[config.mk]
export PLATFORM = sky130hd
export DESIGN_NAME = decode_req_queue
export DESIGN_NICKNAME = d
export VERILOG_FILES = /design/src/rtl/decode_req_queue.sv
export SDC_FILE = /design/constraint.sdc
export NUM_CORES = 1
export LEC_CHECK = 0
export ABC_CLOCK_PERIOD_IN_PS = 7980
export CORE_AREA = 2 2 228 454
export DETAILED_ROUTE_END_ITERATION = 8
export DIE_AREA = 0 0 230 456
export MAX_ROUTING_LAYER = met4
export SYNTH_ARGS = -nofsm -noshare
export SYNTH_HDL_FRONTEND = slang
export SYNTH_SLANG_ARGS = --single-unit
[constraint.sdc]
create_clock -name clk -period 7.98 [get_ports clk]
set_input_delay 1.596 -clock clk [delete_from_list [all_inputs] [get_ports clk]]
set_output_delay 1.596 -clock clk [all_outputs]
set_load 0.1 [all_outputs]
[src/rtl/decode_req_queue.sv]
// Circular FIFO of decode requests between fetch and decode, flushed on mispredict redirect.
// Optional same-cycle empty-queue pass-through enabled by DECODE_QUEUE_BYPASS_EN.

package decode_req_pkg;
  localparam int unsigned XLEN = 32;

  typedef struct packed {
    logic [XLEN-1:0] pc;
    logic [XLEN-1:0] inst;
    logic [XLEN-1:0] predict_pc_addr;
    logic            predict_brunch_taken;
  } decode_require_t;
endpackage

module decode_req_queue
  import decode_req_pkg::*;
#(
  parameter int unsigned DEPTH = 8,
  parameter int unsigned PTR_W = $clog2(DEPTH)
) (
  input  logic            clk,
  input  logic            rst_n,
  input  logic            flush,
  input  logic            push_valid,
  output logic            push_ready,
  input  decode_require_t push_data,
  output logic            pop_valid,
  input  logic            pop_ready,
  output decode_require_t pop_data,
  output logic [PTR_W:0]  count
);

  localparam int unsigned CNT_W = PTR_W + 1;

  decode_require_t  mem [DEPTH];
  logic [PTR_W:0]   wr_ptr;
  logic [PTR_W:0]   rd_ptr;
  logic [PTR_W-1:0] wr_idx;
  logic [PTR_W-1:0] rd_idx;
  logic             empty_c;
  logic             full_c;
  logic             bypass_c;
  logic             push_fire_c;
  logic             pop_fire_c;
  logic             wr_en_c;
  logic             rd_en_c;

  assign wr_idx  = wr_ptr[PTR_W-1:0];
  assign rd_idx  = rd_ptr[PTR_W-1:0];
  assign empty_c = (wr_ptr == rd_ptr);
  assign full_c  = (wr_idx == rd_idx) && (wr_ptr[PTR_W] != rd_ptr[PTR_W]);

`ifdef DECODE_QUEUE_BYPASS_EN
  assign bypass_c = empty_c && push_valid && !flush;
`else
  assign bypass_c = 1'b0;
`endif

  // push_ready deliberately ignores pop_ready: a full queue never accepts, even while popping.
  assign push_ready  = !full_c && !flush;
  assign pop_valid   = (!empty_c || bypass_c) && !flush;
  assign push_fire_c = push_valid && push_ready;
  assign pop_fire_c  = pop_valid && pop_ready;

  // A bypassed entry consumed in the same cycle never touches storage or pointers.
  assign wr_en_c = push_fire_c && !(bypass_c && pop_ready);
  assign rd_en_c = pop_fire_c && !bypass_c;

  // Head entry to the decoder; zero when nothing is stored.
  always_comb begin
    pop_data = '0;
    if (bypass_c) begin
      pop_data = push_data;
    end else if (!empty_c) begin
      pop_data = mem[rd_idx];
    end
  end

  // Storage is intentionally left unreset.
  always_ff @(posedge clk) begin
    if (wr_en_c) begin
      mem[wr_idx] <= push_data;
    end
  end

  // Pointers and occupancy count; flush dominates any handshake.
  always_ff @(posedge clk or negedge rst_n) begin
    if (!rst_n) begin
      wr_ptr <= '0;
      rd_ptr <= '0;
      count  <= '0;
    end else if (flush) begin
      wr_ptr <= '0;
      rd_ptr <= '0;
      count  <= '0;
    end else begin
      if (wr_en_c) begin
        wr_ptr <= wr_ptr + CNT_W'(1);
      end
      if (rd_en_c) begin
        rd_ptr <= rd_ptr + CNT_W'(1);
      end
      case ({wr_en_c, rd_en_c})
        2'b10:   count <= count + CNT_W'(1);
        2'b01:   count <= count - CNT_W'(1);
        default: count <= count;
      endcase
    end
  end

endmodule
# After elaboration in Yosys (flattened, before gate mapping)
# Memory sizes are Yosys's and may differ from the RTL's.
# Index checks and enable logic that the tools add are counted.
# word_totals
n_memories	1
ramBits	776
in_bits	102
word_cells	33
register_bits	12
# mem_list
name	depth	width	rd	rd_ports_with_merged_regs	write_ports	line	text
mem	8	97	1	0	1	35	decode_require_t mem [DEPTH];
# op_classes
n_reduce_logical	11
add_sub_neg	4
mux	9
n_eq_ne	5
# ops
operator	n
2-to-1 mux 97 bit	1
2-to-1 mux 4 bit	5
adder 4 x 1 -> 4 bit (second input constant)	3
one-hot mux 4 bit (2 select lines)	1
logical AND 1 bit	5
== test 4 bit	1
nonzero test 2 bit	2
subtractor 4 x 1 -> 4 bit (second input constant)	1
== test 3 bit	1
zero test 1 bit	3
nonzero test 3 bit	1
== test 2 x 1 -> 1 bit (second input constant)	1
== test 2 bit (second input constant)	1
2-to-1 mux 1 bit	2
!= test 1 bit	1

# Logic depth before layout (Yosys ltp)
# depth
depth_word	8
mapped_depth	9

# Worst setup path after synthesis
# No wires, ideal clock.
# synth_path
path_type	input-to-reg
start	in flush
end	mem mem[0][0] (netlist name) (enable)
cell_stages	5
n_path_buf	1
arrival_time_ns	8.968
setup_time_ns	0.672
setup_slack_ns	-1.660
path_cell_list	clkbuf_1 -> nor2b_1 -> o41a_4 -> nand2b_1 -> nor3_1
# synth_between
elab_chain_len	5
# synth_rtl
element	line	text
start, declared	23	input logic flush,
zero test 1 bit	60	assign push_ready = !full_c && !flush;
logical AND 1 bit	60	
logical AND 1 bit	62	assign push_fire_c = push_valid && push_ready;
2-to-1 mux 1 bit	81	if (wr_en_c) begin
2-to-1 mux 1 bit (not written as such)	82	mem[wr_idx] <= push_data;
end, declared	35	
# No other way between the ends.

==> results.cfg <==
[run_status]
outcome = finished, final reports clean

[critical_path]
crit_slowest_cell = clkdlybuf4s50_1
r2r_slack_ps = 4210
cp.required_ps = 6380
r2r_cells = 5
worstSetupPathDepth = 5
critPathKind = register to output pin
timing.rr.start = rd_ptr[2]
cpPeakStageDelay_ps = 990
path_max_fanout = 37
path_delay_family = buffers and inverters
cp-start-kind = register
worstSetupEndpointType = output pin
timing.rr.end = mem[7][71]
crit_path_cell_trace = buf_4 > mux4_2 > mux2i_1 > nor2_1 > clkdlybuf4s50_1
critPathArrivalTime_ps = 4530
critPathBufInv = 2

[sta]
finalCriticalPeriod_ps = 6130
period_share = 0.768
setup_viol = 0
skew_ps = 24.1
tightestPinTransition_ps = 1150
rsz0062_at_grt = false
fin_tns_setup_ps = 0
maxSlewViolCount = 0
fmaxAchievable_mhz = 163
hold_viol = 0
slew_headroom = 0.231

[global_routing]
grt_pass1_vias = 15500
antenna_found_initial = 6
track_usage = 0.136
grt_pass1_wl_mm = 102
grt_max_degree = 99
grt.overflow.total = 0

[floorplan]
ios = 205
die_x_um = 230
start_util = 0.299
fp-row-count = 165
dieHeight_um = 456
core_um2 = 101000
dieArea_um2 = 105000

[clock_tree]
clock_latency_ps = 660
cts_max_path_buffers = 3
ctsHoldBuffers = 0
cts_resized = 0
htreeDepth = 3
cts_root_buf = clkbuf_16
clkSlewWorstSetupHoldPaths_ps = 70
cts_inserted_buffers = 74
post_cts.repair.setup_buffers = 0
clock_sinks = 788
cts_tree = yes

[synthesis]
synth_cell_types = 38
synth_compound_area_frac = 0.00448
synthFlopType = edfxtp_1
synthArstFlopShare = 0.0152
ys_seq_area_frac = 0.782
synth_simple_gate_area_frac = 0.0191
synth_area_um2 = 30200
syn_area_per_cell_um2 = 22.8
synth_top_family_by_area = multiplexers
synth_edf_count = 776
muxShareOfSynthArea = 0.178
syn-num-nets = 1433
synth_xor_area_frac = 0.00514
ys_ff_latch = 788
yosysWarnings = 0
synthCells = 1327
synthAdderAreaFrac = 0.00166

[routing]
post-route-drc-count = 0
avgViaCountPerCell = 4.68
vias = 13800
drt_iter0_drc = 787
firstDrtPassIters = 6
drt_wl_total_mm = 68.9
ant_nets = 0
wl_per_cell_um = 23.3

[flow_run]
drv_cap = 0

[min_path]
hold_end = rd_ptr[3]
holdCritPathClass = register to register
min_from = rd_ptr[3]
holdPathStages = 2

[place]
dp_hpwl_mm = 33.8
gp_routability_congestion = 0.718
io_buffers = 204

[final_layout]
drive_above_1_share = 0.210
final_util = 0.359
layout.nets = 1666
area_delta_synth_final_pct = 20.1

[power_and_ir_drop]
p_leak_nw = 10.8
ir_worst_vdd_uv = 233
p_per_area_nw_per_um2 = 304
report_power, final:
part           switching [mW]  internal (mW)  leakage [nW]  total, mW
clock                    1.55           1.88          1.14       3.44
combinational            2.06          0.854          2.50       2.91
sequential             0.0634           4.62          7.17       4.68
sequential cells by signal, indices dropped and copies added, names as in the netlist:
register	flops
count	4
mem	776
rd_ptr	4
wr_ptr	4
cells in the mapped netlist (all sizes together) (4+ instances only):
| master | count | area, um2 |
|---|---|---|
| buf | 34 | 171 |
| clkbuf | 35 | 131 |
| dfrtp | 12 | 300 |
| edfxtp | 776 | 23300 |
| ha | 4 | 50.1 |
| mux2i | 98 | 981 |
| mux4 | 194 | 4370 |
| nand2 | 8 | 30.0 |
| nand2b | 5 | 31.3 |
| nand3 | 4 | 20.0 |
| nor2 | 113 | 424 |
| xnor2 | 4 | 35.0 |
| xor2 | 12 | 120 |
worst max path at each step:
| stage | start | end | slack, ps |
|---|---|---|---|
| 2_1_floorplan | flush | mem[4][0] | 950 |
| 3_3_place_gp | rd_ptr[0] | pop_data[15] | 2380 |
| 3_5_place_dp | rd_ptr[0] | pop_data[15] | 2420 |
| 4_1_cts | rd_ptr[0] | pop_data[15] | 1680 |
| 5_1_grt | rd_ptr[0] | pop_data[15] | 1550 |
| 6_report | rd_ptr[0] | pop_data[15] | 1850 |
tightest hold or removal path: stages, from the launching register on:
cell and delay (ps):
dfrtp_1 380, xor2_1 80, nor2_1 80
final cells by class:
| type | count | area (um2) |
|---|---|---|
| Sequential cell | 788 | 23600 |
| Antenna cell | 6 | 15.0 |
| Fill cell | 9376 | 64900 |
| Tap cell | 1336 | 1670 |
| Clock inverter | 36 | 320 |
| Multi-Input combinational cell | 468 | 6350 |
| Inverter | 2 | 12.5 |
| Timing Repair Buffer | 226 | 2300 |
| Clock buffer | 93 | 1990 |
layout by cell type, fill, tap and decap left out, types with 2 or more instances in the layout:
| cell | n |
|---|---|
| edfxtp_1 | 776 |
| clkdlybuf4s50_1 | 203 |
| mux4_2 | 194 |
| nor2_1 | 108 |
| mux2i_1 | 98 |
| clkbuf_16 | 77 |
| clkbuf_1 | 16 |
| buf_4 | 15 |
| clkinv_2 | 12 |
| xor2_1 | 10 |
| clkinv_1 | 10 |
| dfrtp_1 | 9 |
| nand2_1 | 8 |
| buf_12 | 8 |
| diode_2 | 6 |
| nand2b_1 | 5 |
| nor2_4 | 5 |
| xnor2_1 | 4 |
| inv_6 | 4 |
| nand3_1 | 4 |
| ha_1 | 4 |
| nor3_4 | 3 |
| bufinv_16 | 3 |
| inv_8 | 3 |
| dfrtp_4 | 3 |
| xor2_2 | 2 |
| o31ai_1 | 2 |
| nor2b_1 | 2 |
| nand4_1 | 2 |
| o21ai_0 | 2 |
| a31oi_1 | 2 |
| inv_16 | 2 |
cell families (layout without fill, tap and decap cells):
group / after synthesis / after routing
compound gates: 14 / 14
xor+xnor: 16 / 16
fa+ha+maj: 4 / 4
buf+inv: 71 / 357
flops: 788 / 788
mux: 293 / 293
other cells: 0 / 6
simple gates: 141 / 141
metal layers:
layer	part of all wire	global-route usage
met5	0	-
met4	0.022	0.0438
met3	0.045	0.0283
met2	0.52	0.237
met1	0.41	0.157
through the flow:
stage | total power, mW | cells | instance area (um2) | setup WS (ps) | hold WS (ps)
floorplan | 6.98 | 1327 | 30200 | 946 | 525
global placement | 7.70 | 2820 | 34000 | 2380 | 529
detailed placement | 7.73 | 2820 | 34000 | 2420 | 548
CTS | 11.2 | 2949 | 36300 | 1680 | 564
global route | 11.4 | 2955 | 36300 | 1550 | 586
finish | 11.0 | 2955 | 36300 | 1850 | 578
Power figures use the tool's default switching activity.
